**src/rtl/if_weight_reader.sv**
```systemverilog
// Read-side master for the if_network weight memory: walks every weight
// address of one layer in neuron-major order and streams the words out.
module if_weight_reader #(
    parameter int WEIGHT_SIZE       = 32,
    parameter int LAYER_ADDR_WIDTH  = 32,
    parameter int NEURON_ADDR_WIDTH = 28,
    parameter int WEIGHT_ADDR_WIDTH = 10
) (
    input  logic                                            clk,
    input  logic                                            rst,
    input  logic                                            start,
    input  logic [LAYER_ADDR_WIDTH-NEURON_ADDR_WIDTH-1:0]   cfg_layer,
    input  logic [NEURON_ADDR_WIDTH-WEIGHT_ADDR_WIDTH-1:0]  cfg_num_neurons,
    input  logic [WEIGHT_ADDR_WIDTH:0]                      cfg_num_inputs,
    input  logic                                            abort,
    output logic [LAYER_ADDR_WIDTH-1:0]                     mem_addr,
    output logic [WEIGHT_SIZE-1:0]                          mem_din,
    output logic                                            mem_wen,
    input  logic [WEIGHT_SIZE-1:0]                          mem_dout,
    output logic                                            out_valid,
    input  logic                                            out_ready,
    output logic [WEIGHT_SIZE-1:0]                          out_data,
    output logic [NEURON_ADDR_WIDTH-WEIGHT_ADDR_WIDTH-1:0]  out_neuron,
    output logic [WEIGHT_ADDR_WIDTH-1:0]                    out_index,
    output logic                                            out_last,
    output logic                                            busy,
    output logic                                            done
);
    localparam int LW = LAYER_ADDR_WIDTH - NEURON_ADDR_WIDTH;
    localparam int NW = NEURON_ADDR_WIDTH - WEIGHT_ADDR_WIDTH;
    localparam int WW = WEIGHT_ADDR_WIDTH;

    typedef enum logic [1:0] {IDLE, ADDR, WAIT, OUT} state_t;

    state_t        state_q;
    state_t        state_d;
    logic [LW-1:0] layer_q;
    logic [NW-1:0] nn_q;
    logic [NW-1:0] j_q;
    logic [NW-1:0] j_nxt;
    logic [WW:0]   ni_q;
    logic [WW:0]   i_q;
    logic [WW:0]   i_inc;
    logic [WW:0]   i_nxt;
    logic          cfg_ok;
    logic          hs;
    logic          wrap;
    logic          is_last;
    logic          kill;

    assign mem_din = '0;
    assign mem_wen = 1'b0;
    assign busy    = (state_q != IDLE);

    assign cfg_ok  = (cfg_num_neurons != '0) && (cfg_num_inputs != '0);
    assign hs      = out_valid && out_ready;
    assign kill    = abort && (state_q != IDLE);
    assign i_inc   = i_q + 1'b1;
    assign wrap    = (i_inc == ni_q);
    assign i_nxt   = wrap ? '0 : i_inc;
    assign j_nxt   = wrap ? j_q + 1'b1 : j_q;
    assign is_last = (j_q == nn_q - 1'b1) && (i_q == ni_q - 1'b1);

    always_ff @(posedge clk or negedge rst) begin
        if (!rst) state_q <= IDLE;
        else      state_q <= state_d;
    end

    always_comb begin
        state_d = state_q;
        unique case (state_q)
            IDLE:    if (start && cfg_ok) state_d = ADDR;
            ADDR:    state_d = WAIT;
            WAIT:    state_d = OUT;
            OUT:     if (hs) state_d = out_last ? IDLE : ADDR;
            default: state_d = IDLE;
        endcase
        if (kill) state_d = IDLE;
    end

    // mem_addr is loaded on entry to ADDR so the synchronous read lands in WAIT
    always_ff @(posedge clk or negedge rst) begin
        if (!rst) begin
            layer_q    <= '0;
            nn_q       <= '0;
            ni_q       <= '0;
            j_q        <= '0;
            i_q        <= '0;
            mem_addr   <= '0;
            out_valid  <= 1'b0;
            out_data   <= '0;
            out_neuron <= '0;
            out_index  <= '0;
            out_last   <= 1'b0;
            done       <= 1'b0;
        end else begin
            done <= 1'b0;
            if (kill) begin
                out_valid <= 1'b0;
                out_last  <= 1'b0;
                done      <= 1'b1;
            end else begin
                unique case (state_q)
                    IDLE: begin
                        if (start) begin
                            if (cfg_ok) begin
                                layer_q  <= cfg_layer;
                                nn_q     <= cfg_num_neurons;
                                ni_q     <= cfg_num_inputs;
                                j_q      <= '0;
                                i_q      <= '0;
                                mem_addr <= {cfg_layer, {NW{1'b0}}, {WW{1'b0}}};
                            end else begin
                                done <= 1'b1;
                            end
                        end
                    end
                    WAIT: begin
                        out_data   <= mem_dout;
                        out_neuron <= j_q;
                        out_index  <= i_q[WW-1:0];
                        out_last   <= is_last;
                        out_valid  <= 1'b1;
                    end
                    OUT: begin
                        if (hs) begin
                            out_valid <= 1'b0;
                            out_last  <= 1'b0;
                            if (out_last) begin
                                done <= 1'b1;
                            end else begin
                                i_q      <= i_nxt;
                                j_q      <= j_nxt;
                                mem_addr <= {layer_q, j_nxt, i_nxt[WW-1:0]};
                            end
                        end
                    end
                    default: begin
                    end
                endcase
            end
        end
    end
endmodule

```
**config.mk**
```make
export PLATFORM = sky130hd
export DESIGN_NAME = if_weight_reader
export DESIGN_NICKNAME = d
export VERILOG_FILES = /design/src/rtl/if_weight_reader.sv
export SDC_FILE = /design/constraint.sdc
export NUM_CORES = 1
export LEC_CHECK = 0
export ABC_AREA = 1
export CORE_AREA = 10 10 134 136
export DETAILED_ROUTE_END_ITERATION = 10
export DIE_AREA = 0 0 144 146
export PLACE_DENSITY = 0.79
export SYNTH_ARGS = -nofsm -noshare
export SYNTH_HDL_FRONTEND = slang
export SYNTH_SLANG_ARGS = --single-unit
```
**constraint.sdc**
```tcl
create_clock -name clk -period 2.2 [get_ports clk]
set_input_delay 0.44 -clock clk [delete_from_list [all_inputs] [get_ports clk]]
set_output_delay 0.44 -clock clk [all_outputs]
set_load 0.05 [all_outputs]
```
==> results.cfg, run 1 <==
[power_and_ir_drop]
leakage_uw = 0.00478
power_uw = 13100
ir_drop_v = 0.000833
p_per_area_nw_per_um2 = 1320

[synthesis]
synth_xor_area_share_pct = 5.24
ys_seq_area_share_pct = 44.6
ys_types = 36
synthMuxAreaShare_pct = 5.82
syn_area_um2 = 7350
syn_area_per_cell_um2 = 8.13
yosysWarningCount = 0
yosys.area_share.adder_pct = 1.36
async_flop_share_pct = 100
post-synth-top-count-cell = nand2_1
yosys.area_share.simple_pct = 25.1
netlist_instances = 904
synth_flop_cell = dfrtp_1
synth_top_family_by_area = simple AND/OR/NAND/NOR gates
synth_edf_count = 0
yosys-top-cells-area = dfrtp_1 (45%), nand2_1 (12%), mux2_2 (5.8%)
synth_top_area_share_pct = 44.6
synth-compound-area-share_pct = 6.35
ys_ff_latch = 131
synth_top_cell_by_area = dfrtp_1
yosys-top-cells-count = nand2_1 (241), dfrtp_1 (131), inv_1 (106)

[floorplan]
pin_count = 199
die_x_um = 144
dieArea_um2 = 21000
rows = 46
initial_core_util_pct = 47.5
coreArea_um2 = 15500
die_h_um = 146

[sta]
maxSlewHeadroom_pct = 62.3
worst_pin_slew_ps = 564
rsz0062_at_grt = no
final.period_utilization_pct = 99.1
hold_viol_final = 9
report.final.slew_viol_count = 0
fmax_ghz = 0.459
finClkSkew_ps = 6.45
setup_viol = 0
period_minus_slack_ps = 2180
timing.hold.ws_ps = -6.99
finalWorstSetupSlack_ps = 20.3

[clock_network]
clock-root-buffer = clkbuf_16
cts_buffers = 17
cts_tree = done
clkLatencyLatePin_ps = 430
post_cts_buffers = 0
cts.sink_count = 131
clk_pin_slew_worst_paths_ps = 60
cts_htree_levels = 4
cts_buffer_depth = 2

[flow_run]
max-cap-violations = 0

[run_status]
violations = negative hold slack
status = finished, violations left

[final_layout]
drive_gt1_share_pct = 13.4
design_area_um2 = 9930
fillers = 1337
syn_to_final_growth_pct = 35.1
diodes = 0
post-route-util_pct = 64.1
final_cells = 1295
nets = 1168

[worst_setup_path]
worst_setup_path_start_kind = flip-flop
path_max_fanout = 5
crit_chain = buf_4 > clkdlybuf4s50_1
cp_data_required_time_ps = 1760
critPathMaxStageDelay_ps = 800
crit_start = mem_addr[0]
crit_type = reg -> out
critical_path.endpoint_type = primary output
r2r_start = state_q[0]
cpMaxStageDelayCell = clkdlybuf4s50_1
arrival_ps = 1740

[drt]
routed-wl-met2_um = 9380
antenna_left = 0
post_drt_via_cell_ratio = 5.05
met3_length_um = 1900
wl_um = 20600
drt_iter0_markers = 405
avgRoutedWirePerCell_um = 15.9
first_pass_iters = 5
drt_drc_violations_left = 0
vias = 6535
wl_met1_um = 8800
top_layer = met4

[place]
dp.cells = 1263
dp_slack_ps = -67.8
gp_congestion = 0.960
dp_hpwl_um = 16200
portBuffers = 165
dpl_cell_area_um2 = 9240

[hold_path]
hp-class = in -> async

[global_route]
grt_pass1_wl_um = 32600
track_usage_pct = 19.3
overflow = 0
grt_pass1_vias = 6402
grt_start_max_net_pins = 46
antenna_found_initial = 0
==> layer usage <==
metal | up-vias | global-route usage (%)
met2 | 264 | 30.7
met1 | 3033 | 23.9
li1 | 3200 | -
met5 | - | 0
met3 | 38 | 5.52
met4 | 0 | 8.12
==> critical path: cells and delay by family, from the launching register on <==
family / cells / cell delay (ps)
buffers and inverters: 2 / 940
flip-flops: 1 / 370
==> logic make-up after synthesis <==
family,Yosys count
AOI/OAI and AO/OA,89
xor gates and xnor gates,44
adders and majority gates,8
buffers and inverters,175
DFF,131
muxes,38
other,1
and+or+nand+nor,418
==> power by group <==
part | internal, µW | switching (µW) | leakage [µW]
Combinational | 2310 | 3970 | 0.00278
Sequential | 3110 | 538 | 0.00168
Clock | 2100 | 1080 | 0.000319
==> metrics by stage <==
step	TNS, ps	hold slack (ps)
global placement	-146	452
detailed placement	-1260	456
floorplan	0	144
finish	0	-6.99
global route	0	27.9
CTS	0	3.08
==> worst paths after layout <==
path	end	slack, ps	depth (start not counted)
max	mem_addr[0]	20	2
min	out_data[12]	-7	1
max reg2reg	mem_addr[27]	140	12
min reg2reg	out_neuron[12]	480	2
max in group asynchronous	out_data[16]	1500	2
min in group clk	out_neuron[12]	480	2
==> placed cells by master (no fill, tap or decap), types with 6 or more instances in the layout <==
cell / instances
a21oi_1: 10
buf_12: 6
buf_4: 42
clkbuf_16: 17
clkdlybuf4s50_1: 139
conb_1: 33
dfrtp_1: 131
dlygate4sd2_1: 12
ha_1: 6
inv_1: 106
mux2_2: 38
nand2_1: 240
nand3_1: 49
nand3b_1: 6
nand4_1: 25
nor2_1: 63
nor2_2: 6
nor3_1: 10
o21ai_0: 64
o22ai_1: 9
xnor2_1: 14
xor2_1: 30
==> what timing repair did <==
| action | 4_1_cts | 5_1_grt |
|---|---|---|
| endpoints found under the hold margin | 0 | 0 |
| gates resized for setup | 12 | 9 |
| hold buffers | 0 | 0 |
| endpoints found under the setup margin | 12 | 38 |
==> sequential cells by signal (all words and copies together), names as in the netlist <==
signal	count
out_neuron	18
out_last	1
ni_q	11
done	1
mem_addr	32
state_q	2
layer_q	4
nn_q	18
i_q	1
out_index	10
out_data	32
out_valid	1
==> cell type report <==
type	instances	area (µm²)	share of cell area, %
clock buffers	20	467	4.70
flip-flops and latches	131	3280	33.0
clock inverters	12	200	2.02
inverters	109	409	4.12
repair buffers	201	1960	19.7
multi-input cells	630	3380	34.0
well taps	192	240	2.42
Note: power is estimated with default switching activity, not from simulation.
==> inputs of run 2 (changes only) <==
--- a/config.mk
+++ b/config.mk
@@ -6,10 +6,11 @@
 export NUM_CORES = 1
 export LEC_CHECK = 0
 export ABC_AREA = 1
-export CORE_AREA = 10 10 134 136
+export CORE_AREA = 10 10 153 120
 export DETAILED_ROUTE_END_ITERATION = 10
-export DIE_AREA = 0 0 144 146
+export DIE_AREA = 0 0 163 130
 export PLACE_DENSITY = 0.79
+export SLEW_MARGIN = 10
 export SYNTH_ARGS = -nofsm -noshare
 export SYNTH_HDL_FRONTEND = slang
 export SYNTH_SLANG_ARGS = --single-unit
==> results.cfg, run 2 (synthesized netlist as in run 1, its figures left out) <==
[global_route]
grt_pass1_vias = 6353
antenna_found_initial = 0
overflow = 0
track_usage_pct = 19.4
grt_pass1_wl_um = 33000
grt_start_max_net_pins = 53

[hold_path]
hp-class = reg -> reg
min_from = out_index[4]

[worst_setup_path]
critical_path.endpoint_type = primary output
r2r_start = state_q[0]
crit_start = mem_addr[24]
cp_data_required_time_ps = 1760
crit_family = buffers and inverters
arrival_ps = 1700
critPathMaxStageDelay_ps = 840
crit_chain = clkdlybuf4s50_1
worst_setup_path_start_kind = flip-flop
crit_type = reg -> out
critPathBufInv = 1
cpMaxStageDelayCell = clkdlybuf4s50_1
path_max_fanout = 4

[sta]
final.period_utilization_pct = 97.4
maxSlewHeadroom_pct = 61.4
fmax_ghz = 0.467
setup_viol = 0
timing.hold.ws_ps = 483
hold_viol_final = 0
finClkSkew_ps = 5.53
worst_pin_slew_ps = 573
period_minus_slack_ps = 2140
report.final.slew_viol_count = 0

[power_and_ir_drop]
power_uw = 12700
ir_drop_v = 0.00105
p_per_area_nw_per_um2 = 1280
leakage_uw = 0.00484

[place]
gp_congestion = 0.925
dp_hpwl_um = 16200
portBuffers = 165

[run_status]
status = finished clean

[final_layout]
reg_top3 = mem_addr: 32 flops, out_data: 32 flops
final_cell_mix = nand2_1 (238), clkdlybuf4s50_1 (139), dfrtp_1 (131)
drive_gt1_share_pct = 13.7
fillers = 1311
nets = 1175
syn_to_final_growth_pct = 35.3
diodes = 0
layout_commonest_cell = nand2_1

[drt]
antenna_left = 0
vias = 6559
post_drt_via_cell_ratio = 4.97
drt_iter0_markers = 557
wl_um = 20600
first_pass_iters = 5
drt_drc_violations_left = 0
avgRoutedWirePerCell_um = 15.6

[clock_network]
cts_htree_levels = 4
cts_tree = done
clk_pin_slew_worst_paths_ps = 60
cts_buffers = 17
clkLatencyLatePin_ps = 420
cts_buffer_depth = 2
cts.sink_count = 131
clock-root-buffer = clkbuf_16

[floorplan]
coreArea_um2 = 15500
rows = 40
pin_count = 199
die_x_um = 163
initial_core_util_pct = 47.4
dieArea_um2 = 21200
die_h_um = 130

[flow_run]
max-cap-violations = 0
[run 2: path summary, 6_finish.rpt]
kind / endpoint / slack [ps] / depth (start not counted)
setup / recovery: mem_addr[24] / 60 / 1
hold / removal: out_index[4] / 480 / 2
setup reg to reg: mem_addr[28] / 140 / 11
hold reg to reg: out_index[4] / 480 / 2
max in group asynchronous: out_neuron[11] / 1020 / 3
min in group asynchronous: out_neuron[8] / 530 / 2
[run 2: layer usage]
| layer | routed length [µm] | global-route usage (%) | vias up |
|---|---|---|---|
| met2 | 8870 | 28.7 | 272 |
| met3 | 2040 | 6.64 | 23 |
| met4 | 246 | 5.24 | 0 |
| met5 | 0 | 0 | - |
| li1 | - | - | 3212 |
| met1 | 9410 | 26.6 | 3052 |
[run 2: where the power goes]
| part | total, µW | internal (µW) | leakage (µW) | switching [µW] |
|---|---|---|---|---|
| clock network | 2840 | 1700 | 0.000288 | 1140 |
| logic | 6230 | 2280 | 0.00287 | 3950 |
| registers | 3670 | 3110 | 0.00168 | 556 |
| total | 12700 | 7090 | 0.00484 | 5650 |
[run 2: what timing repair did]
action	CTS	global route
setup endpoints to repair	12	38
hold buffers	1	0
gates cloned	0	0
pin swaps	0	2
gates resized for setup	12	16
setup buffers	0	1
hold endpoints to repair	49	0
[run 2: cell type report]
type	count	area, µm²	share of cell area, %
Clock buffer	17	425	4.28
Clock inverter	15	170	1.71
Inverter	109	409	4.11
Multi-Input combinational cell	630	3390	34.1
Sequential cell	131	3280	33.0
Tap cell	210	263	2.64
Timing Repair Buffer	208	2010	20.2
[run 2: per-stage QoR]
step                      util [%]  setup slack, ps  setup TNS [ps]  std cells  cell area, µm²
after floorplan                  -             65.3               0        936            7470
after global placement        59.9            -44.7            -379       1286            9300
after detailed placement      59.9            -67.2            -584       1286            9300
after CTS                     63.7             6.68               0       1319            9890
after global routing          64.1            -33.1           -45.0       1320            9950
final                         64.1             56.9               0       1320            9950
==> inputs of run 3 (changes only) <==
--- a/config.mk
+++ b/config.mk
@@ -9,7 +9,7 @@
 export CORE_AREA = 10 10 153 120
 export DETAILED_ROUTE_END_ITERATION = 10
 export DIE_AREA = 0 0 163 130
-export PLACE_DENSITY = 0.79
+export PLACE_DENSITY = 0.8
 export SLEW_MARGIN = 10
 export SYNTH_ARGS = -nofsm -noshare
 export SYNTH_HDL_FRONTEND = slang
==> results.cfg, run 3 (synthesized netlist as in run 1, its figures left out) <==
[sta]
maxSlewHeadroom_pct = 63.1
period_minus_slack_ps = 2140
fmax_ghz = 0.466
report.final.slew_viol_count = 0
hold_viol_final = 0
setup_viol = 0
setup_tns_ps = 0
final.period_utilization_pct = 97.5
finClkSkew_ps = 10.3
worst_pin_slew_ps = 551
timing.hold.ws_ps = 484

[floorplan]
die_h_um = 130
die_x_um = 163
pin_count = 199
dieArea_um2 = 21200
initial_core_util_pct = 47.4
rows = 40
coreArea_um2 = 15500

[place]
portBuffers = 165
dp_hpwl_um = 16200
gp_congestion = 0.894

[worst_setup_path]
path_max_fanout = 6
cp_data_required_time_ps = 1760
crit_family = buffers and inverters
worst_setup_path_start_kind = flip-flop
ff2ff_path_depth = 11
critPathBufInv = 1
critPathMaxStageDelay_ps = 850
r2r_setup_slack_ps = 110
path_depth = 1
critical_path.endpoint_type = primary output
crit_chain = clkdlybuf4s50_1
cpMaxStageDelayCell = clkdlybuf4s50_1
crit_type = reg -> out
arrival_ps = 1700

[final_layout]
final_cell_mix = nand2_1 (238), clkdlybuf4s50_1 (140), dfrtp_1 (129)
nets = 1168
fillers = 1291
syn_to_final_growth_pct = 35.9
reg_top3 = mem_addr: 32 flops, out_data: 32 flops
drive_gt1_share_pct = 14.1
layout_commonest_cell = nand2_1
diodes = 0

[drt]
first_pass_iters = 5
vias = 6540
avgRoutedWirePerCell_um = 16.0
drt_iter0_markers = 467
post_drt_via_cell_ratio = 4.98
antenna_left = 0
drt_drc_violations_left = 0
wl_um = 20900

[power_and_ir_drop]
power_uw = 13300
leakage_uw = 0.00480
p_per_area_nw_per_um2 = 1330
ir_drop_v = 0.00104

[flow_run]
max-cap-violations = 0

[global_route]
grt_pass1_vias = 6198
grt_pass1_wl_um = 32900
track_usage_pct = 19.3
overflow = 0
antenna_found_initial = 0
grt_start_max_net_pins = 49

[clock_network]
cts.sink_count = 131
cts_buffer_depth = 2
clk_pin_slew_worst_paths_ps = 60
clkLatencyLatePin_ps = 420
cts_buffers = 17
cts_tree = done
clock-root-buffer = clkbuf_16
cts_htree_levels = 4

[hold_path]
hp-class = reg -> reg
min_path_cells = 2

[run_status]
status = finished clean
==> run 3: cell types whose count changed in the layout (fill, tap and decap cells not counted), sizes merged <==
cell / previous run / this run
dlygate4sd2: 12 / 5
inv: 116 / 111
dlymetal6s2s: 5 / 4
clkinvlp: 2 / 1
clkinv: 4 / 2
bufinv: 2 / 6
clkbuf: 17 / 21
clkdlybuf4s50: 139 / 140
==> run 3: what timing repair did <==
action / 4_1_cts / 5_1_grt
setup endpoints to repair: 5 / 36
endpoints found under the hold margin: 30 / 0
gates resized for setup: 5 / 21
hold buffers: 1 / 0
buffers inserted: 0 / 1
pin swaps: 0 / 2
==> run 3: layout make-up <==
cell class	instances	area (µm²)	area share [%]
Timing Repair Buffer	201	1940	19.4
Inverter	109	413	4.13
Sequential cell	131	3280	32.8
Clock buffer	21	460	4.61
Tap cell	210	263	2.63
Multi-Input combinational cell	630	3410	34.1
Clock inverter	11	220	2.20
==> run 3: power by group <==
| group | switching (µW) | internal [µW] |
|---|---|---|
| clock network | 1060 | 2200 |
| registers | 574 | 3110 |
| logic | 3980 | 2330 |
==> run 3: stage by stage <==
step / utilization, % / cells / worst slack [ps] / instance area [µm²]
global route: 64.4 / 1313 / -11.6 / 9990
detailed placement: 59.5 / 1279 / -64.2 / 9220
floorplan: - / 936 / 65.3 / 7470
global placement: 59.5 / 1279 / -21.4 / 9220
CTS: 63.9 / 1312 / 3.51 / 9910
finish: 64.4 / 1313 / 55.7 / 9990
==> run 3: worst paths after layout <==
kind	start	endpoint
worst max-delay path	mem_addr[20]	mem_addr[20]
worst max register to register	state_q[0]	mem_addr[31]
min in group asynchronous	rst	out_data[31]
worst min-delay path	out_index[1]	out_index[1]
worst min register to register	out_index[1]	out_index[1]
max in group asynchronous	rst	mem_addr[2]
==> run 3: per-layer routing <==
metal / wire (µm) / global-route usage, % / share of wire, % / up-vias
li1: - / - / - / 3197
met1: 9730 / 27.2 / 46 / 3032
met2: 8920 / 28.0 / 43 / 292
met3: 2110 / 6.52 / 10 / 19
met4: 177 / 4.50 / 0.85 / 0
met5: 0 / 0 / 0 / -
